[src/rtl/l_eject_buffer.sv]
// Local-port eject buffer: FIFOs crossbar flits toward the PE, returns credit to the L arbiter,
// pulses change-order at each packet end and flags wormhole lock violations. 1-cycle latency, no bypass.
module l_eject_buffer #(
    parameter int FLIT_W    = 32,
    parameter int DEPTH     = 4,
    parameter int PKT_CNT_W = 8
) (
    input  logic                 clk,
    input  logic                 reset,
    input  logic [FLIT_W-1:0]    xb_flit_i,
    input  logic                 xb_valid_i,
    input  logic [2:0]           xb_src_i,
    output logic                 credit_o,
    output logic                 change_order_o,
    output logic [FLIT_W-1:0]    pe_flit_o,
    output logic                 pe_valid_o,
    input  logic                 pe_ready_i,
    output logic [PKT_CNT_W-1:0] pkt_count_o,
    output logic                 overflow_o,
    output logic                 src_err_o
);
    localparam int AW = $clog2(DEPTH);
    localparam int CW = AW + 1;
    localparam logic [2:0] SRC_NONE = 3'b100;

    typedef enum logic {IDLE, BUSY} state_t;

    logic [FLIT_W-1:0] mem [DEPTH];
    logic [AW-1:0]     wr_ptr, rd_ptr;
    logic [CW-1:0]     count;
    state_t            state;
    logic [2:0]        lock_src;
    logic [1:0]        ftype;
    logic              wr_en, rd_en, bad_src;

    assign credit_o   = (count < CW'(DEPTH));
    assign pe_valid_o = (count != '0);
    assign pe_flit_o  = mem[rd_ptr];
    assign wr_en      = xb_valid_i & credit_o;
    assign rd_en      = pe_valid_o & pe_ready_i;
    assign ftype      = xb_flit_i[FLIT_W-1 -: 2];

    // Type bit 1 marks a packet start (head/single), bit 0 a packet end (tail/single).
    assign bad_src = (state == IDLE) ? !ftype[1]
                                     : (ftype[1] || (xb_src_i != lock_src));

    always_ff @(posedge clk or negedge reset) begin
        if (!reset) begin
            for (int i = 0; i < DEPTH; i++) mem[i] <= '0;
            wr_ptr         <= '0;
            rd_ptr         <= '0;
            count          <= '0;
            state          <= IDLE;
            lock_src       <= SRC_NONE;
            change_order_o <= 1'b0;
            pkt_count_o    <= '0;
            overflow_o     <= 1'b0;
            src_err_o      <= 1'b0;
        end else begin
            change_order_o <= 1'b0;
            if (xb_valid_i && !credit_o) overflow_o <= 1'b1;
            if (wr_en) begin
                mem[wr_ptr] <= xb_flit_i;
                wr_ptr      <= wr_ptr + AW'(1);
                if (bad_src) src_err_o <= 1'b1;
                if (ftype[0]) begin
                    state          <= IDLE;
                    lock_src       <= SRC_NONE;
                    change_order_o <= 1'b1;
                    pkt_count_o    <= pkt_count_o + PKT_CNT_W'(1);
                end else if (ftype[1]) begin
                    state    <= BUSY;
                    lock_src <= xb_src_i;
                end
            end
            if (rd_en) rd_ptr <= rd_ptr + AW'(1);
            case ({wr_en, rd_en})
                2'b10:   count <= count + CW'(1);
                2'b01:   count <= count - CW'(1);
                default: count <= count;
            endcase
        end
    end
endmodule

[config.mk]
export PLATFORM = sky130hd
export DESIGN_NAME = l_eject_buffer
export DESIGN_NICKNAME = d
export VERILOG_FILES = /design/src/rtl/l_eject_buffer.sv
export SDC_FILE = /design/constraint.sdc
export NUM_CORES = 1
export LEC_CHECK = 0
export ABC_AREA = 0
export BUFFER_PORTS_ARGS = -buffer_cell sky130_fd_sc_hd__buf_2
export CAP_MARGIN = 10
export CORE_MARGIN = 2
export CORE_UTILIZATION = 51
export CTS_BUF_LIST = sky130_fd_sc_hd__clkbuf_8
export DETAILED_ROUTE_END_ITERATION = 10
export PLACE_DENSITY = 0.77
export RECOVER_POWER = 50
export SYNTH_ARGS = -nofsm -noshare
export SYNTH_HDL_FRONTEND = slang
export SYNTH_SLANG_ARGS = --single-unit
[constraint.sdc]
create_clock -name clk -period 1.7 [get_ports clk]
set_clock_uncertainty 0.15 [all_clocks]
set_input_delay 0.34 -clock clk [delete_from_list [all_inputs] [get_ports clk]]
set_output_delay 0.34 -clock clk [all_outputs]
set_load 0.005 [all_outputs]
* Yosys cells after proc, flatten, opt, wreduce, memory -nomap -nowiden
Index checks and enable logic that the tools add are counted.
Widths: inputs -> output; s select.
** Operators by class
- Add/subtract/negate cells :: 5
- Magnitude comparators :: 4
- Eq/ne operators :: 3
- Multiplexer cells :: 14
- Bitwise logic cells :: 4
- Reductions and logical operators :: 11
** Operators with widths (count)
- $bwmux 128 :: 1
- $mux 32 :: 3
- $bmux 32 s2 :: 1
- $demux 32 s2 :: 1
- $add 8x1->8 const B :: 1
- $ge 3x3->1 const B :: 2
- $mux 3 :: 2
- $not 2->3 :: 2
- $pmux 3 s2 :: 1
- $reduce_and 2->1 :: 3
- $mux 1 :: 5
- $add 2x1->2 const B :: 2
- $reduce_bool 2->1 :: 2
- $add 3x1->3 const B :: 1
- $lt 3x1->1 const B :: 1
- $lt 3x3->1 const B :: 1
- $ne 3x3->1 :: 1
- $reduce_bool 3->1 :: 1
- $sub 3x1->3 const B :: 1
- $and 1x1->1 :: 2
- $eq 2x1->1 const B :: 1
- $eq 2x2->1 const B :: 1
- $logic_and 1x1->1 :: 2
- $logic_not 1->1 :: 2
- $logic_or 1x1->1 :: 1
** Word-level totals
- Bits in registers :: 150
- Bits of input ports :: 39

* Depth between registers and ports, before layout
- Depth in word-level cells :: 6
- Gate-level depth with buffers :: 8

* Least setup slack after synthesis
OpenSTA, ideal clock, no wires.
- Kind :: register to register
- Start point :: reg count[2]
- End point :: reg count[2]
- Library setup time :: 80 ps
- Arrival :: 1571 ps
- Slack :: -101 ps
- Cell stages (with the launch flop) :: 9
- Path buffers :: 0
- Period minus slack after synthesis :: 1801 ps
- Path through :: dfrtp_1 > nor2b_4 > inv_1 > ha_1 > inv_1 > fa_1 > xor2_1 > nor2_1 > xnor2_1
** On the way
- Longest elaborated chain between the ends :: 4
- Elaborated cells between the ends (all ways) :: 10
** RTL lines
- start, declared :: RTL line 30 : logic [CW-1:0] count;
- start signal, assigned :: RTL line 78 : 2'b10: count <= count + CW'(1);
- start signal, assigned :: RTL line 79 : 2'b01: count <= count - CW'(1);
- start signal, assigned :: RTL line 80 : default: count <= count;
- $lt 3x3->1 / $reduce_bool 3->1 (equally long branches) :: RTL line 36, 37
- $and 1x1->1 (on tied branches) :: RTL line 39, 40
- $eq 2x1->1 / $eq 2x2->1 (equally long branches) :: RTL line 77 : case ({wr_en, rd_en})
- $pmux 3 s2 / $reduce_bool 2->1 (equally long branches)
Parallel ways exist; a longest one is shown, timed or not.
A chain may end at the register's enable or synchronous reset.

* Final worst setup path
- Start point :: reg rd_ptr[0]
- End point :: out pe_flit_o[23]
** On the way
- Longest elaborated chain between the ends :: 4
** RTL lines
- start, declared :: RTL line 29 : logic [AW-1:0] wr_ptr, rd_ptr;
- start signal, assigned :: RTL line 76 : if (rd_en) rd_ptr <= rd_ptr + AW'(1);
- $not 2->3 (not written as such) :: RTL line 38 : assign pe_flit_o = mem[rd_ptr];
- $bmux 32 s2 :: RTL line 38
- $mux 32 (not written as such) (2 in series) :: RTL line 38
- end, declared :: RTL line 15 : output logic [FLIT_W-1:0] pe_flit_o,
Every way passes these cells. The select of a mux whose other input is x is not followed.

==> results.md <==
- Outcome: finished, violations left
- Failing checks: negative setup slack
- Maximum clock path buffer count: 2
- Critical Path AT: 1.75 ns
- Ant diodes: 0
- Yosys cell types: 30
- Initial drt markers: 208
- Depth of the CTS H-tree: 4
- Commonest cells after routing, fill and taps aside: dfrtp_1 (147), mux2_2 (129), buf_2 (80)
- CORE AREA: 12600 um^2
- Area after DPL: 7430 um^2
- Cell Chain, Critical Path: buf_4 > mux4_2 > buf_2
- CTS root buf: clkbuf_8
- Pin count of the biggest net entering global routing: 47
- Via/cell ratio: 5.32
- Post-Synth XOR/XNOR Area: 2.12%
- Logic pwr share: 41.9%
- Die Height: 118 um
- Initial antenna violation count: 0
- Mux contribution to synthesized area: 33.0%
- Flop pwr share: 41.7%
- Simple-gate share of the synthesized area: 2.14%
- Post-Synth Adder-Cell Area: 1.44%
- Layout cell share with drive strength beyond 1: 56.9%
- Synth-to-Final Area Change: 22.3%
- IO Pins: 84
- Sequential fraction of the synthesis area: 56.8%
- Gr ovfl total: 0
- Num CTS Buffers: 17
- Post-route cell area: 8090 um^2
- Final-report hold violation count: 0
- Commonest non-fill, non-tap cell in the layout: dfrtp_1
- Slew headroom: 56.2%
- Starting Density: 52.4%
- RR Endpoint: count[2]$_DFFE_PN0P_
- CP Class: reg -> out
- DRT antenna net count: 0
- Clock Pin Slew Worst Setup and Hold Paths: 0.08 ns
- Required @ worst endpoint: 1.21 ns
- CTS tree: yes
- Post-synth net total: 451
- Max Slew Vio Count: 0
- Cells after synthesis: 405
- Worst reg2reg startpoint: count[2]$_DFFE_PN0P_
- Max Freq: 447 MHz
- Cell Area, Synth: 6620 um^2
- Pwr Density: 1840 nW/um^2
- RSZ-0062 raised after global routing: true
- Min Tclk post-route: 2.24 ns
- Internal power: 10400 uW
- Clock Power Share: 16.4%
- Syn. warnings: 0
- Worst hold-check path type: in -> reg
- Fin crit share: 132%
- CP Launch Point: rd_ptr[0]$_DFFE_PN0P_
- Final WS setup: -0.537 ns
- Die W: 118 um
- Setup TNS: -31.15 ns
- Via count: 3866
- VDD IR max: 0.905 mV
- FILL cells: 987
- Slowest cell on the critical path: mux4_2
- Wire per inst: 17.7 um
- Fin nets: 588
- Port Buf Inserts: 83
- Synth Area per Inst: 16.3 um^2
- Critical path's largest stage delay: 0.52 ns
- DIE AREA: 13900 um^2
- CP Capture Type: output port
- Final hold slack: 0.0336 ns
- Leakage: 0.00367 uW
- Switching share of power: 30.0%
- Clock insertion delay at the later pin of the skew report: 0.44 ns
- Largest family of logic cells by synthesized area: multiplexers
- CTS sink count: 150
- Gpl congestion: 0.780
- Rows: 41
- Hpwl dp: 8400 um
- Compound-Gate Fraction of Synth Area: 1.15%
- DR DRC count: 0
- Final setup vio count: 163
- GRT Resource Usage Total: 20.0%
- Worst R2R Path Depth: 7
- Setup crit end: pe_flit_o[23]
- Net load switching power: 4470 uW
- Max-cap violations: 0
- Final core occ: 64.1%
- Worst slew pin tran: 0.657 ns
- #FFs+latches synth: 150
- First-pass GRT wire length: 21600 um
- Startpoint Class: flip-flop
- Vias in the first global route: 4250
- Drt first pass iters: 4
- CP Max Fanout: 8
- Reg-to-reg slack, setup: -0.14 ns
- Drt total wl: 12900 um
[power groups by stage]
stage	clock [uW]	combinational, uW	sequential, uW
6_report	2440	6250	6210
5_1_grt	2680	6760	6430
2_1_floorplan	0	4300	5940
4_1_cts	2520	6280	6210
3_3_place_gp	0	5940	6130
3_5_place_dp	0	6140	6270
[layer usage]
layer,GRT usage [%],part of all wire [%]
met1,27.1,46
met2,31.6,50
met3,5.38,3.7
met4,6.63,0.85
met5,0,0
[stage by stage]
step / power (uW) / worst slack [ns] / std cells
CTS: 15000 / -0.576 / 725
global route: 15900 / -0.616 / 727
global placement: 12100 / -0.0739 / 661
finish: 14900 / -0.537 / 727
floorplan: 10200 / -0.0567 / 405
detailed placement: 12400 / -0.155 / 661
[synth_stat cells (all sizes together)]
cell type / n / area share, %
o31a: 2 / 0.26
mux2i: 1 / 0.15
nand4: 3 / 0.28
xor2: 6 / 0.79
clkbuf: 4 / 0.23
nor3: 2 / 0.15
xnor2: 10 / 1.3
mux4: 32 / 11
nor2b: 2 / 0.30
nand3: 5 / 0.38
o21bai: 1 / 0.11
ha: 6 / 1.1
nand2: 9 / 0.51
a21o: 1 / 0.11
dfstp: 1 / 0.40
a31o: 1 / 0.13
nor2: 3 / 0.17
mux2: 129 / 22
fa: 1 / 0.30
and3: 1 / 0.095
buf: 19 / 2.7
and4b: 1 / 0.15
nand2b: 1 / 0.095
a21oi: 2 / 0.15
inv: 8 / 0.45
o21ai: 5 / 0.38
dfrtp: 149 / 56
[cells by family (layout without fill, tap and decap cells)]
logic type / after synthesis / count (layout)
muxes: 162 / 162
AOI/OAI and AO/OA: 12 / 12
buffers and inverters: 31 / 181
and+or+nand+nor: 27 / 27
DFF: 150 / 150
adders and majority gates: 7 / 7
xor gates and xnor gates: 16 / 16
[critical path, delay by kind of cell, from the launching register on]
kind	cells	cell delay [ns]
mux	1	0.52
flops	1	0.43
buf+inv	2	0.36
[what timing repair did]
item | CTS | global route
endpoints found under the hold margin | 122 | 0
resized for setup | 7 | 3
hold buffers | 29 | 0
setup endpoints to repair | 36 | 163
setup buffers | 3 | 2
pin swaps | 4 | 1
[flip-flops by register name (all words and copies together) (netlist names)]
name            count
mem               128
pkt_count_o         8
count               3
lock_src            3
rd_ptr              2
wr_ptr              2
change_order_o      1
overflow_o          1
src_err_o           1
state               1
[final cells by class]
| class | count | area, um^2 | share of cell area [%] |
|---|---|---|---|
| inverters | 8 | 35.0 | 0.433 |
| clock buffers | 19 | 262 | 3.23 |
| repair buffers | 141 | 1070 | 13.3 |
| clock inverters | 13 | 92.6 | 1.14 |
| multi-input cells | 224 | 2660 | 32.8 |
| flip-flops and latches | 150 | 3760 | 46.4 |
| well taps | 172 | 215 | 2.66 |
[worst min-delay path by stage]
stage	startpoint	cells past startpoint	slack (ns)	endpoint
finish	xb_flit_i[15]	2	0.03	mem[79]$_DFFE_PN0P_
global route	xb_flit_i[11]	2	0.002	mem[75]$_DFFE_PN0P_
CTS	xb_src_i[2]	2	0.001	lock_src[2]$_DFFE_PN1P_
detailed placement	reset	1	0.16	mem[4]$_DFFE_PN0P_
global placement	reset	1	0.15	mem[100]$_DFFE_PN0P_
floorplan	reset	0	-0.11	change_order_o$_DFF_PN0_
No activity file was read; power rests on OpenSTA's default activity.
